<file path="config.mk">
export PLATFORM = sky130hd
export DESIGN_NAME = mult_share_ctrl
export DESIGN_NICKNAME = d
export VERILOG_FILES = /design/src/rtl/mult_share_ctrl.sv
export SDC_FILE = /design/constraint.sdc
export NUM_CORES = 1
export LEC_CHECK = 0
export BUFFER_PORTS_ARGS = -buffer_cell sky130_fd_sc_hd__buf_2
export CAP_MARGIN = 20
export CELL_PAD_IN_SITES_DETAIL_PLACEMENT = 0
export CELL_PAD_IN_SITES_GLOBAL_PLACEMENT = 1
export CORE_ASPECT_RATIO = 0.9
export CORE_UTILIZATION = 39
export DETAILED_ROUTE_END_ITERATION = 7
export PLACE_DENSITY_LB_ADDON = 0.08
export SLEW_MARGIN = 40
export SYNTH_ARGS = -nofsm -noshare
export SYNTH_HDL_FRONTEND = slang
export SYNTH_SLANG_ARGS = --single-unit
</file>
<file path="constraint.sdc">
create_clock -name clk -period 10.5 [get_ports clk]
set_input_delay 0 -clock clk [delete_from_list [all_inputs] [get_ports clk]]
set_output_delay 0 -clock clk [all_outputs]
set_load 0.05 [all_outputs]
</file>
<file path="src/rtl/mult_share_ctrl.sv">
// Shares one LAT-cycle pipelined multiplier among NREQ requesters, with an in-order response FIFO protected by credits.
// Define MULT_SHARE_RR_EN for round-robin arbitration; otherwise fixed priority (lowest index wins).
module mult_share_ctrl #(
  parameter int NREQ       = 4,
  parameter int IDW        = 2,
  parameter int LAT        = 3,
  parameter int FIFO_DEPTH = 4
) (
  input  logic                 clk,
  input  logic                 reset,
  input  logic [NREQ-1:0]      req,
  input  logic [32*NREQ-1:0]   req_a,
  input  logic [32*NREQ-1:0]   req_b,
  input  logic [NREQ-1:0]      req_hi,
  output logic [NREQ-1:0]      gnt,
  output logic [31:0]          m_a,
  output logic [31:0]          m_b,
  output logic                 m_s,
  input  logic [31:0]          m_c,
  output logic                 rsp_valid,
  input  logic                 rsp_ready,
  output logic [31:0]          rsp_data,
  output logic [IDW-1:0]       rsp_id,
  output logic                 busy
);

  localparam int CW = $clog2(LAT + FIFO_DEPTH + 1) + 1;
  localparam int PW = (FIFO_DEPTH > 1) ? $clog2(FIFO_DEPTH) : 1;

  logic [IDW-1:0]          winner;
  logic                    found;
  logic                    issue;
  logic [LAT-1:0]          tag_valid_reg;
  logic [LAT-1:0][IDW-1:0] tag_id_reg;
  logic [CW-1:0]           inflight;
  logic [CW-1:0]           fifo_count_reg, count_next;
  logic [PW-1:0]           wr_ptr_reg, rd_ptr_reg, rd_ptr_next;
  logic [31:0]             mem_data [FIFO_DEPTH];
  logic [IDW-1:0]          mem_id   [FIFO_DEPTH];
  logic [31:0]             head_data_reg, head_data_next;
  logic [IDW-1:0]          head_id_reg, head_id_next;
  logic                    push, pop;

  function automatic logic [PW-1:0] ptr_inc(input logic [PW-1:0] p);
    return (p == PW'(FIFO_DEPTH - 1)) ? '0 : p + 1'b1;
  endfunction

`ifdef MULT_SHARE_RR_EN
  // rr_ptr_reg holds the index where the next search starts
  logic [IDW-1:0] rr_ptr_reg;

  always_comb begin
    int idx;
    winner = '0;
    found  = 1'b0;
    idx    = 0;
    for (int k = 0; k < NREQ; k++) begin
      idx = (int'(rr_ptr_reg) + k) % NREQ;
      if (!found && req[idx]) begin
        found  = 1'b1;
        winner = IDW'(idx);
      end
    end
  end

  always_ff @(posedge clk or posedge reset) begin
    if (reset) begin
      rr_ptr_reg <= '0;
    end else if (issue) begin
      rr_ptr_reg <= (winner == IDW'(NREQ - 1)) ? '0 : winner + 1'b1;
    end
  end
`else
  always_comb begin
    winner = '0;
    found  = 1'b0;
    for (int k = 0; k < NREQ; k++) begin
      if (!found && req[k]) begin
        found  = 1'b1;
        winner = IDW'(k);
      end
    end
  end
`endif

  // Credit counts everything in flight plus queued; a pop this cycle is not yet credited
  assign issue = !reset && found && ((inflight + fifo_count_reg) < CW'(FIFO_DEPTH));

  generate
    for (genvar gi = 0; gi < NREQ; gi++) begin : g_gnt
      assign gnt[gi] = issue && (winner == IDW'(gi));
    end
  endgenerate

  assign m_a = issue ? req_a[32*winner +: 32] : 32'd0;
  assign m_b = issue ? req_b[32*winner +: 32] : 32'd0;
  assign m_s = issue ? ~req_hi[winner] : 1'b1;

  // Tag shadow pipe; half selection is done by the multiplier, so only id travels here
  always_ff @(posedge clk or posedge reset) begin
    if (reset) begin
      tag_valid_reg <= '0;
      tag_id_reg    <= '0;
    end else begin
      tag_valid_reg[0] <= issue;
      tag_id_reg[0]    <= winner;
      for (int k = 1; k < LAT; k++) begin
        tag_valid_reg[k] <= tag_valid_reg[k-1];
        tag_id_reg[k]    <= tag_id_reg[k-1];
      end
    end
  end

  always_comb begin
    inflight = '0;
    for (int k = 0; k < LAT; k++) begin
      inflight = inflight + CW'(tag_valid_reg[k]);
    end
  end

  assign push = tag_valid_reg[LAT-1];
  assign pop  = (fifo_count_reg != '0) && rsp_ready;

  always_ff @(posedge clk) begin
    if (push) begin
      mem_data[wr_ptr_reg] <= m_c;
      mem_id[wr_ptr_reg]   <= tag_id_reg[LAT-1];
    end
  end

  // Head registers track the entry that will be at the front next cycle
  always_comb begin
    rd_ptr_next    = pop ? ptr_inc(rd_ptr_reg) : rd_ptr_reg;
    count_next     = fifo_count_reg + CW'(push) - CW'(pop);
    head_data_next = head_data_reg;
    head_id_next   = head_id_reg;
    if (count_next != '0) begin
      if (fifo_count_reg == CW'(pop)) begin
        head_data_next = m_c;
        head_id_next   = tag_id_reg[LAT-1];
      end else begin
        head_data_next = mem_data[rd_ptr_next];
        head_id_next   = mem_id[rd_ptr_next];
      end
    end
  end

  always_ff @(posedge clk or posedge reset) begin
    if (reset) begin
      wr_ptr_reg     <= '0;
      rd_ptr_reg     <= '0;
      fifo_count_reg <= '0;
      head_data_reg  <= '0;
      head_id_reg    <= '0;
    end else begin
      if (push) begin
        wr_ptr_reg <= ptr_inc(wr_ptr_reg);
      end
      rd_ptr_reg     <= rd_ptr_next;
      fifo_count_reg <= count_next;
      head_data_reg  <= head_data_next;
      head_id_reg    <= head_id_next;
    end
  end

  assign rsp_valid = (fifo_count_reg != '0);
  assign rsp_data  = head_data_reg;
  assign rsp_id    = head_id_reg;
  assign busy      = (inflight != '0) || rsp_valid;

endmodule
</file>
**After elaboration in Yosys (flattened, before gate mapping)**

Memory sizes are Yosys's and may differ from the RTL's.
Cells that the tools add are included.

- Add/sub/neg operators: 7
- $lt $le $gt $ge: 2
- Eq/ne operators: 6
- Shifts and indexed selects: 2
- Mux-type cells: 19
- Bitwise logic cells: 1
- Reduce and logical (&&, ||, !) cells: 19

Operators with widths:

| kind | count |
|---|---|
| 128-bit by 8-bit variable part select with 32-bit output | 2 |
| 32-bit two-way mux | 3 |
| 2-bit two-way mux | 6 |
| 4-bit nonzero test | 3 |
| 1-bit logical AND | 10 |
| 1-bit two-way mux | 9 |
| 2-bit equality test, second input constant | 4 |
| 2-bit by 1-bit adder with 2-bit output, second input constant | 2 |
| 4-bit by 1-bit adder with 4-bit output | 1 |
| 4-bit adder | 1 |
| 4-bit by 1-bit equality test with 1-bit output | 1 |
| 1-bit zero test | 4 |
| 4-bit by 3-bit < comparator with 1-bit output, second input constant | 1 |
| 4-bit by 1-bit subtractor with 4-bit output | 1 |
| 2-bit by 1-bit adder with 3-bit output | 1 |
| 2-bit by 3-bit < comparator with 1-bit output, second input constant | 1 |
| 1-bit by 1-bit adder with 2-bit output | 1 |
| 1-bit binary-select mux with 2-bit select | 1 |
| 2-bit by 1-bit equality test with 1-bit output, second input constant | 1 |
| 2-bit zero test | 1 |
| 1-bit logical OR | 1 |
| 1-bit NOT | 1 |

- Bits in registers: 51
- Bits in writable memories: 136
- Input bits: 299
- Output and inout bits: 105
- Word-level logic and storage cells: 67
- Memories kept: 2

Memory list:

| name | depth | bits a word | rd ports | clocked after Yosys merged registers in | wr ports | RTL line | text |
|---|---|---|---|---|---|---|---|
| mem_data | 4 | 32 | 1 | 0 | 1 | 38 | `logic [31:0] mem_data [FIFO_DEPTH];` |
| mem_id | 4 | 2 | 1 | 0 | 1 | 39 | `logic [IDW-1:0] mem_id [FIFO_DEPTH];` |

**Logic depth before layout (Yosys ltp)**

Gate-level depths: netlist (run 1).

- Word-level depth: 14
- Depth in mapped cells: 18
- Mapped depth without buffers: 15

**Least setup slack after synthesis (run 1)**

Ideal clock, no wire load.

- Path kind: register -> register
- From: reg fifo_count_reg[2]
- To: reg head_data_reg[0] (netlist: rsp_data[0])
- Setup time: 131 ps
- Data arrival time: 3487 ps
- Data required time: 10369 ps
- Setup slack: 6882 ps
- Stages on the path, launching flop included: 18
- Buffers on the path: 3
- Clock period less this slack: 3618 ps
- Path through: dfrtp_1 > inv_1 > ha_1 > or3b_1 > buf_2 > nand2_1 > nor2_1 > or2_2 > ha_1 > inv_1 > fa_1 > or3b_2 > a211o_1 > and2_1 > clkbuf_1 > clkbuf_1 > nor2_1 > a21oi_1

- Cells in the longest elaborated chain, start to end: 5
- Elaborated cells on any way between the ends: 9
- Classes of those cells: add/sub: 2; eq/ne: 1; mux: 2; reduce/logical: 3; memory: 1

RTL lines:

| item | RTL line | text |
|---|---|---|
| from (decl) | 36 | `logic [CW-1:0] fifo_count_reg, count_next;` |
| from (signal assigned) | 160 | `fifo_count_reg <= count_next;` |
| 4-bit nonzero test (*) | -- |  |
| via rsp_valid | 20 | `output logic rsp_valid,` |
| 1-bit logical AND (*) | 122 | `assign pop = (fifo_count_reg != '0) && rsp_ready;` |
| parallel branches: the longest is 3 deep, another holds 4-bit by 1-bit subtractor with 4-bit output | -- |  |
| to (signal assigned) | 161 | `head_data_reg <= head_data_next;` |
| to (decl) | 40 | `logic [31:0] head_data_reg, head_data_next;` |

Mark *: on every way through the listed nets, which the timed path passes.
A chain may end at the register's enable or synchronous reset.

**Final worst setup path (run 1)**

- From: reg fifo_count_reg[2]
- To: reg head_data_reg[4] (netlist: rsp_data[4])

- Cells in the longest elaborated chain, start to end: 5
- Elaborated cells on any way between the ends: 9
- Classes of those cells: add/sub: 2; eq/ne: 1; mux: 2; reduce/logical: 3; memory: 1

RTL lines:

| item |
|---|
| parallel branches: the longest is 5 deep, another holds 4-bit by 1-bit adder with 4-bit output |

Several ways; the timed one is not identified.

==> flow_summary.toml, run 1 <==
[status]
status = "finished with violations"
violations = "DRC"

[synthesis]
synth.top_cell.area_share_pct = 44.8
synth.yosys.seq_area_share_pct = 58.8
synth_edf_count = 136
syn_area_um2 = 9110
yosysMostFrequentCell = "edfxtp_1"
synthCells = 778
yosysWarnings = 0
synth.area.top_cells = "edfxtp_1 45%, dfrtp_1 14%, a222oi_1 6.8%, a21oi_1 5.3%, nand2_1 4.4%"
synth_commonest_cells = "136 x edfxtp_1, 107 x nand2_1, 97 x a21oi_1, 62 x a222oi_1, 52 x clkbuf_1"
synth_ff_type = "edfxtp_1"
ys_seq_elements = 187
synth_fp_nets = 1089
synth_largest_area_cell = "edfxtp_1"
avgSynthCellArea_um2 = 11.7
async_flop_share_pct = 27.3
synth_cell_type_count = 43

[clock_tree]
clk_path_buf_depth = 2
post_cts_buffers = 0
cts_tree = "built"
cts-root-buf = "clkbuf_16"
numCtsBuffers = 17
cts_resized = 0
cts.sinks = 187
htreeDepth = 4
clkSlewWorstSetupHoldPaths_ns = 0.07
clk_latency_ns = 0.42

[timing]
final_max_slew_viol_count = 0
rsz0062_at_grt = "false"
period_minus_slack_ns = 3.91
fmax_mhz = 256
hold_viol = 0
setup_violations = 0
finClkSkew_ns = 0.00751
post-route-period-util_pct = 37.2
relSlewSlack_pct = 39.4
final.setup.tns_ns = 0
tightest_slew_ns = 0.909

[critical_path]
crit_path_start_kind = "flip-flop"
worstPathCellList = "inv_1 > ha_1 > or3b_1 > nand2_1 > nor2_1 > or2_2 > ha_1 > inv_1 > fa_1 > or3b_2 > a211o_1 > o211ai_4 > buf_4 > o32ai_1 > a21oi_1"
cp_slowest_cell = "fa_1"
cp_num_buf_inv = 3
cp-end-kind = "flip-flop"
arrival_ns = 4.25
criticalPathCategory = "reg2reg"
crit_required_ns = 10.84
slowest_delay_ns = 0.55
critPathMaxFanout = 34
cp_top_family = "simple AND/OR/NAND/NOR gates"

[hold_path]
worst_hold_path_type = "in2reg"

[cells_and_area]
layoutNonFillerInstCount = 1489
largest_reg_flops = 128
syn_to_final_growth_pct = 34.4
largest-register = "mem_data"
regArea_um2 = 5360
nets = 1488
multiInputGateArea_um2 = 3420
drive_above_1_share_pct = 40.1
nFillCells = 2084

[grt]
grt_pass1_wl_um = 52900
grt_pass1_vias = 8100
antenna_found_initial = 6
grt_overflow_total = 0
grtUsageTotal_pct = 30.1
grt_max_degree = 63

[detailed_routing]
dr.pass1.iters = 8
ant_nets = 0
drt-initial-drc-count = 874
viasPerCell = 5.68
wl_per_cell_um = 24.1
finalWirelength_um = 36000
route.vias.total = 8460
drc = 114

[die]
initial_core_util_pct = 40.1
rows = 52
boundaryPins = 404
core_area_um2 = 22700
dieWidth_um = 163
die_h_um = 147
dieArea_um2 = 24000

[power]
p_leak_nw = 5.27
power_density_nw_per_um2 = 268
irDropWorstVdd_mv = 0.157

[place]
gp_congestion = 0.913
dp_hpwl_um = 26400
portBuffers = 403
placedCellCount = 1422

[run]
max_cap_violations = 0
==> tightest hold or removal path: stages <==
cell	delay [ns]
buf_2	0.13
nor2b_1	0.11
a211o_1	0.21
==> stage by stage <==
stage               total power [W]  util, %  setup slack, ns  area, µm²  hold slack [ns]
floorplan                   0.00221        -             6.88       9110           0.0989
global placement            0.00262     49.8             6.82      11300            0.230
detailed placement          0.00265     49.9             6.64      11300            0.232
CTS                         0.00329     53.9             6.57      12200           0.0932
global route                0.00346     53.9             6.33      12200            0.144
finish                      0.00328     53.9             6.59      12200            0.106
==> layout make-up <==
class,instances,share of cell area [%]
sequential,187,43.8
multi-input combinational,508,28.0
timing repair buffer,448,20.0
clock buffer,19,3.54
tap,297,3.04
clock inverter,13,1.17
inverter,15,0.460
antenna,2,0.0409
==> cells by family (layout without fill, tap and decap cells) <==
family / after synthesis / in the layout / synth area share (%)
buffers and inverters: 83 / 495 / 4.13
muxes: 37 / 37 / 4.55
adders and majority gates: 12 / 12 / 1.81
AOI/OAI and AO/OA: 206 / 206 / 16.6
and+or+nand+nor: 251 / 251 / 13.9
xor gates and xnor gates: 2 / 2 / 0.192
other: 0 / 2 / 0
DFF: 187 / 187 / 58.8
==> where the power goes <==
| group | total, W | internal (W) | leakage, nW | switching [W] |
|---|---|---|---|---|
| clock network | 0.000634 | 0.000354 | 0.274 | 0.000280 |
| logic | 0.00161 | 0.000499 | 3.17 | 0.00112 |
| registers | 0.00103 | 0.000954 | 1.83 | 0.0000755 |
==> metal layers <==
metal  track usage (%)  wire length, µm  up-vias
met5                 0               28        -
met4              6.45              509        4
met3              9.09             3460       52
met2              44.4            16200      423
met1              43.5            15800     4165
li1                  -                -     3816
==> placed cells by master (no fill, tap or decap), types with 4 or more instances in the layout <==
master | netlist | layout
buf_2 | 7 | 403
edfxtp_1 | 136 | 136
nand2_1 | 107 | 107
a21oi_1 | 97 | 97
a222oi_1 | 62 | 62
dfrtp_1 | 51 | 51
nor2_1 | 42 | 40
nor3b_1 | 35 | 35
and3_1 | 34 | 34
o32ai_1 | 34 | 34
dlygate4sd3_1 | 0 | 33
mux2_1 | 20 | 20
clkbuf_16 | 0 | 17
mux2_2 | 15 | 15
inv_1 | 15 | 14
buf_4 | 2 | 11
ha_1 | 10 | 10
nand3_1 | 5 | 5
nor2b_1 | 5 | 4
o21ai_0 | 4 | 4
and2_4 | 0 | 4
==> final timing paths <==
| check | from | end | slack [ns] | depth (start not counted) |
|---|---|---|---|---|
| worst max-delay path | fifo_count_reg[2]$_DFF_PP0_ | rsp_data[4]$_DFFE_PP0P_ | 6.59 | 15 |
| worst min-delay path | rsp_ready | rd_ptr_reg[1]$_DFF_PP0_ | 0.11 | 3 |
| worst max register to register | fifo_count_reg[2]$_DFF_PP0_ | rsp_data[4]$_DFFE_PP0P_ | 6.59 | 15 |
| worst min register to register | tag_id_reg[2]$_DFF_PP0_ | tag_id_reg[4]$_DFF_PP0_ | 0.35 | 0 |
| max in group asynchronous | reset | rsp_data[11]$_DFFE_PP0P_ | 9.60 | 4 |
| min in group asynchronous | reset | rd_ptr_reg[1]$_DFF_PP0_ | 0.42 | 4 |
==> what timing repair did <==
item	CTS	global route
endpoints found under the setup margin	0	0
hold buffers	33	0
hold endpoints to repair	211	0
No activity file was read; power rests on OpenSTA's default activity.
==> run 2: changes to the inputs <==
- ABC_AREA: unset -> 1
- CORE_UTILIZATION: 39 -> 36
- clock period: 10.5 -> 4.02 ns (I/O delays scaled with it)
==> flow_summary.toml, run 2 <==
[timing]
setup_violations = 0
fmax_mhz = 293
relSlewSlack_pct = 46.7
final.setup.tns_ns = 0
final_max_slew_viol_count = 0
rsz0062_at_grt = "false"
hold_viol = 0
period_minus_slack_ns = 3.42
post-route-period-util_pct = 85.0
tightest_slew_ns = 0.800
finClkSkew_ns = 0.0105

[place]
gp_congestion = 0.951
dp_hpwl_um = 28600
portBuffers = 403

[cells_and_area]
largest-register = "mem_data"
mostFrequentLayoutCell = "buf_2"
drive_above_1_share_pct = 26.7
mostFrequentLayoutCells = "403 x buf_2, 383 x nand2_1, 315 x inv_1"
largest_reg_flops = 128
nFillCells = 3063
nets = 2104
syn_to_final_growth_pct = 30.0

[synthesis]
yosysMostFrequentCell = "nand2_1"
synth_cell_type_count = 30
synth.area.top_cells = "edfxtp_1 37%, nand2_1 13%, nand3_1 12%, dfrtp_1 12%, inv_1 11%"
synth.yosys.seq_area_share_pct = 48.8
async_flop_share_pct = 27.3
yosysWarnings = 0
synth_edf_count = 136
synthCells = 1394
synth_largest_area_cell = "edfxtp_1"
synth_commonest_cells = "383 x nand2_1, 316 x inv_1, 270 x nand3_1, 136 x edfxtp_1, 62 x o2111ai_1"
synth_ff_type = "edfxtp_1"
avgSynthCellArea_um2 = 7.88
ys_seq_elements = 187
syn_area_um2 = 11000
synth_fp_nets = 1705
synth.top_cell.area_share_pct = 37.2

[clock_tree]
cts_tree = "built"
clkSlewWorstSetupHoldPaths_ns = 0.07
numCtsBuffers = 17
cts.sinks = 187
cts-root-buf = "clkbuf_16"
clk_path_buf_depth = 2
htreeDepth = 4
clk_latency_ns = 0.43

[power]
power_density_nw_per_um2 = 676
p_leak_nw = 7.79
irDropWorstVdd_mv = 0.402
total_power_w = 0.00965

[detailed_routing]
drc = 0
route.vias.total = 10600
ant_nets = 0
viasPerCell = 4.77
drt-initial-drc-count = 597
finalWirelength_um = 40200
dr.pass1.iters = 5
wl_per_cell_um = 18.1

[die]
core_area_um2 = 30000
rows = 60
die_h_um = 168
dieArea_um2 = 31200
initial_core_util_pct = 36.7
dieWidth_um = 186
boundaryPins = 404

[critical_path]
r2r_cells = 17
crit_path_start_kind = "flip-flop"
criticalPathCategory = "reg2out"
crit_required_ns = 4.02
arrival_ns = 3.42
cp-end-kind = "primary output"
slowest_delay_ns = 0.51
worstPathCellList = "fa_1 > ha_1 > nand3_1 > o211ai_1 > nand4_1 > inv_2 > buf_4 > nand2_1 > inv_1 > buf_2"
cp_slowest_cell = "inv_2"
critPathMaxFanout = 27

[hold_path]
worst_hold_path_type = "in2reg"
whs_path_depth = 4

[grt]
grtUsageTotal_pct = 26.0
antenna_found_initial = 10
grt_pass1_vias = 10200
grt_overflow_total = 0
grt_pass1_wl_um = 60800
grt_max_degree = 69

[status]
status = "finished clean"

[run]
max_cap_violations = 0
## run 2: final cells by class
| type | count | area, µm² | share of cell area [%] |
|---|---|---|---|
| diodes | 8 | 20.0 | 0.140 |
| clock buffers | 18 | 439 | 3.08 |
| clock inverters | 14 | 149 | 1.04 |
| inverters | 320 | 1200 | 8.41 |
| multi-input cells | 805 | 4030 | 28.2 |
| flip-flops and latches | 187 | 5360 | 37.5 |
| well taps | 403 | 504 | 3.53 |
| repair buffers | 462 | 2580 | 18.1 |
## run 2: path summary, 6_finish.rpt
kind                                             start                  endpoint  slack, ns
max reg2reg                fifo_count_reg[2]$_DFF_PP0_  rsp_data[24]$_DFFE_PP0P_       1.03
min in group asynchronous                        reset  rsp_data[18]$_DFFE_PP0P_       0.18
min                                             req[2]   tag_id_reg[1]$_DFF_PP0_       0.03
max                         tag_valid_reg[2]$_DFF_PP0_                   m_b[30]       0.60
max in group asynchronous                        reset  rsp_data[10]$_DFFE_PP0P_       3.34
min reg2reg                    tag_id_reg[0]$_DFF_PP0_   tag_id_reg[2]$_DFF_PP0_       0.35
## run 2: report_power, final
| part | switching (W) | total (W) | internal, W |
|---|---|---|---|
| registers | 0.000189 | 0.00271 | 0.00252 |
| logic | 0.00384 | 0.00527 | 0.00143 |
| clock network | 0.000781 | 0.00168 | 0.000896 |
| total | 0.00481 | 0.00965 | 0.00484 |
## run 2: stage by stage
| step | cells | utilization (%) | area, µm² | hold WS [ns] | worst slack [ns] |
|---|---|---|---|---|---|
| 6_report | 2217 | 47.7 | 14300 | 0.0316 | 0.602 |
| 5_1_grt | 2217 | 47.7 | 14300 | 0.0353 | 0.343 |
| 4_1_cts | 2208 | 47.5 | 14200 | 0.0120 | 0.577 |
| 3_5_place_dp | 2142 | 44.4 | 13300 | 0.233 | 1.01 |
| 3_3_place_gp | 2141 | 44.3 | 13300 | 0.232 | 1.10 |
| 2_1_floorplan | 1394 | - | 11000 | 0.0989 | 1.26 |
## run 2: routing by layer
| layer | up-vias | global-route usage [%] | share of wire (%) |
|---|---|---|---|
| met5 | - | 0 | 0 |
| met4 | 0 | 8.20 | 2.3 |
| met3 | 51 | 5.11 | 5.3 |
| met2 | 322 | 43.2 | 49 |
| met1 | 4955 | 33.8 | 43 |
| li1 | 5257 | - | - |
## run 2: critical path, delay by kind of cell, from the launching register on
kind,cells,cell delay (ns)
buf+inv,4,1.15
simple gates,3,0.50
fa+ha+maj,2,0.73
compound gates,1,0.11
flops,1,0.50
## run 2: kinds of logic (layout without fill, tap and decap cells)
kind of cell / after synthesis / count (layout) / share of synthesized area [%]
other: 0 / 8 / 0
xor gates and xnor gates: 1 / 1 / 0.0797
AOI/OAI and AO/OA: 76 / 76 / 5.67
buffers and inverters: 402 / 814 / 15.0
adders and majority gates: 12 / 12 / 1.50
and+or+nand+nor: 716 / 716 / 29.0
DFF: 187 / 187 / 48.8
## run 2: repair_timing
action / CTS / global route
buffers inserted: 0 / 0
hold buffers: 34 / 0
endpoints found under the hold margin: 194 / 0
gates resized for setup: 0 / 0
==> run 3: changes to the inputs <==
- HOLD_SLACK_MARGIN: unset -> 0.05
- SKIP_LAST_GASP: unset -> 1
==> flow_summary.toml, run 3 (synthesis gave the netlist of run 2 again) <==
[detailed_routing]
wl_per_cell_um = 18.1
route.vias.total = 10600
finalWirelength_um = 40200
wl_met3_um = 2070
ant_nets = 0
drc = 0
drt-initial-drc-count = 567
wl_met2_um = 19900
topRoutingLayerUsed = "met4"
viasPerCell = 4.76
dr.pass1.iters = 5
m1WireLength_um = 17400

[power]
p_leak_nw = 7.79
irDropWorstVdd_mv = 0.397
power_density_nw_per_um2 = 675

[die]
core_area_um2 = 30000
die_h_um = 168
rows = 60
dieArea_um2 = 31200
initial_core_util_pct = 36.7
boundaryPins = 404
dieWidth_um = 186

[clock_tree]
cts_tree = "built"
clk_path_buf_depth = 2
clk_latency_ns = 0.44
numCtsBuffers = 17
cts-root-buf = "clkbuf_16"
cts_resized = 0
clkSlewWorstSetupHoldPaths_ns = 0.07
htreeDepth = 4
cts.sinks = 187

[timing]
rsz0062_at_grt = "false"
tightest_slew_ns = 0.815
post-route-period-util_pct = 84.9
period_minus_slack_ns = 3.41
setup_violations = 0
fmax_mhz = 293
final.setup.tns_ns = 0
hold_viol = 0
final_max_slew_viol_count = 0
relSlewSlack_pct = 45.7
timing.hold.ws_ns = 0.0940
finClkSkew_ns = 0.0117

[critical_path]
ff2ff_setup_slack_ns = 1.01
criticalPathCategory = "reg2out"
crit_required_ns = 4.02
arrival_ns = 3.41
cp-end-kind = "primary output"
crit_path_start_kind = "flip-flop"
critPathMaxFanout = 27

[grt]
grt_max_degree = 69
grt_pass1_vias = 10200
grt_pass1_wl_um = 60900
grtUsageTotal_pct = 26.1
antenna_found_initial = 10
grt_overflow_total = 0

[status]
status = "finished clean"

[cells_and_area]
nFillCells = 3065
largest_reg_flops = 128
nets = 2106
mostFrequentLayoutCell = "buf_2"
mostFrequentLayoutCells = "403 x buf_2, 383 x nand2_1, 315 x inv_1"
multiInputGateArea_um2 = 4030
regArea_um2 = 5360
drive_above_1_share_pct = 26.7
syn_to_final_growth_pct = 30.1
largest-register = "mem_data"

[place]
gp_congestion = 0.951
dp_hpwl_um = 28600
portBuffers = 403

[hold_path]
worst_hold_path_type = "in2reg"

[run]
max_cap_violations = 0
run 3: per-stage QoR:
step	utilization (%)	cells	total power, W	setup WS (ns)	instance area (µm²)
floorplan	-	1394	0.00656	1.26	11000
global placement	44.3	2141	0.00799	1.10	13300
detailed placement	44.4	2142	0.00806	1.01	13300
CTS	47.6	2210	0.00978	0.577	14300
global route	47.7	2219	0.0104	0.343	14300
finish	47.7	2219	0.00966	0.609	14300
run 3: report_power, final:
| part | switching (W) | internal, W | total, W |
|---|---|---|---|
| sequential | 0.000189 | 0.00252 | 0.00271 |
| clock | 0.000780 | 0.000896 | 0.00168 |
| combinational | 0.00384 | 0.00143 | 0.00528 |
run 3: area by class of cell:
type	instances	area share (%)
diodes	8	0.140
clock buffers	18	3.07
clock inverters	14	1.04
inverters	320	8.40
multi-input cells	805	28.1
flip-flops and latches	187	37.5
well taps	403	3.53
repair buffers	464	18.2
run 3: worst max-delay path, cell delays in order, from the launching register on:
cell and delay (ns):
dfrtp_1 0.50, fa_1 0.44, ha_1 0.29, nand3_1 0.09
o211ai_1 0.11, nand4_1 0.32, inv_2 0.51, buf_4 0.31
nand2_1 0.07, inv_1 0.06, buf_2 0.26
run 3: final timing paths:
| kind | startpoint | to | cells after the start |
|---|---|---|---|
| min in group asynchronous | reset | rsp_data[18]$_DFFE_PP0P_ | 4 |
| min | req[0] | tag_id_reg[0]$_DFF_PP0_ | 3 |
| max in group asynchronous | reset | tag_id_reg[3]$_DFF_PP0_ | 5 |
| min reg2reg | tag_id_reg[0]$_DFF_PP0_ | tag_id_reg[2]$_DFF_PP0_ | 0 |
| max reg2reg | fifo_count_reg[2]$_DFF_PP0_ | rsp_data[24]$_DFFE_PP0P_ | 17 |
| max | tag_valid_reg[2]$_DFF_PP0_ | m_a[10] | 10 |
run 3: routing by layer:
metal  GRT usage [%]  vias up
met5               0        -
met4            8.20        0
met3            5.11       47
met2            43.3      308
met1            33.8     4956
li1                -     5261
run 3: timing repair:
action,4_1_cts,5_1_grt
setup buffers,0,0
endpoints found under the hold margin,210,0
hold buffers,36,0
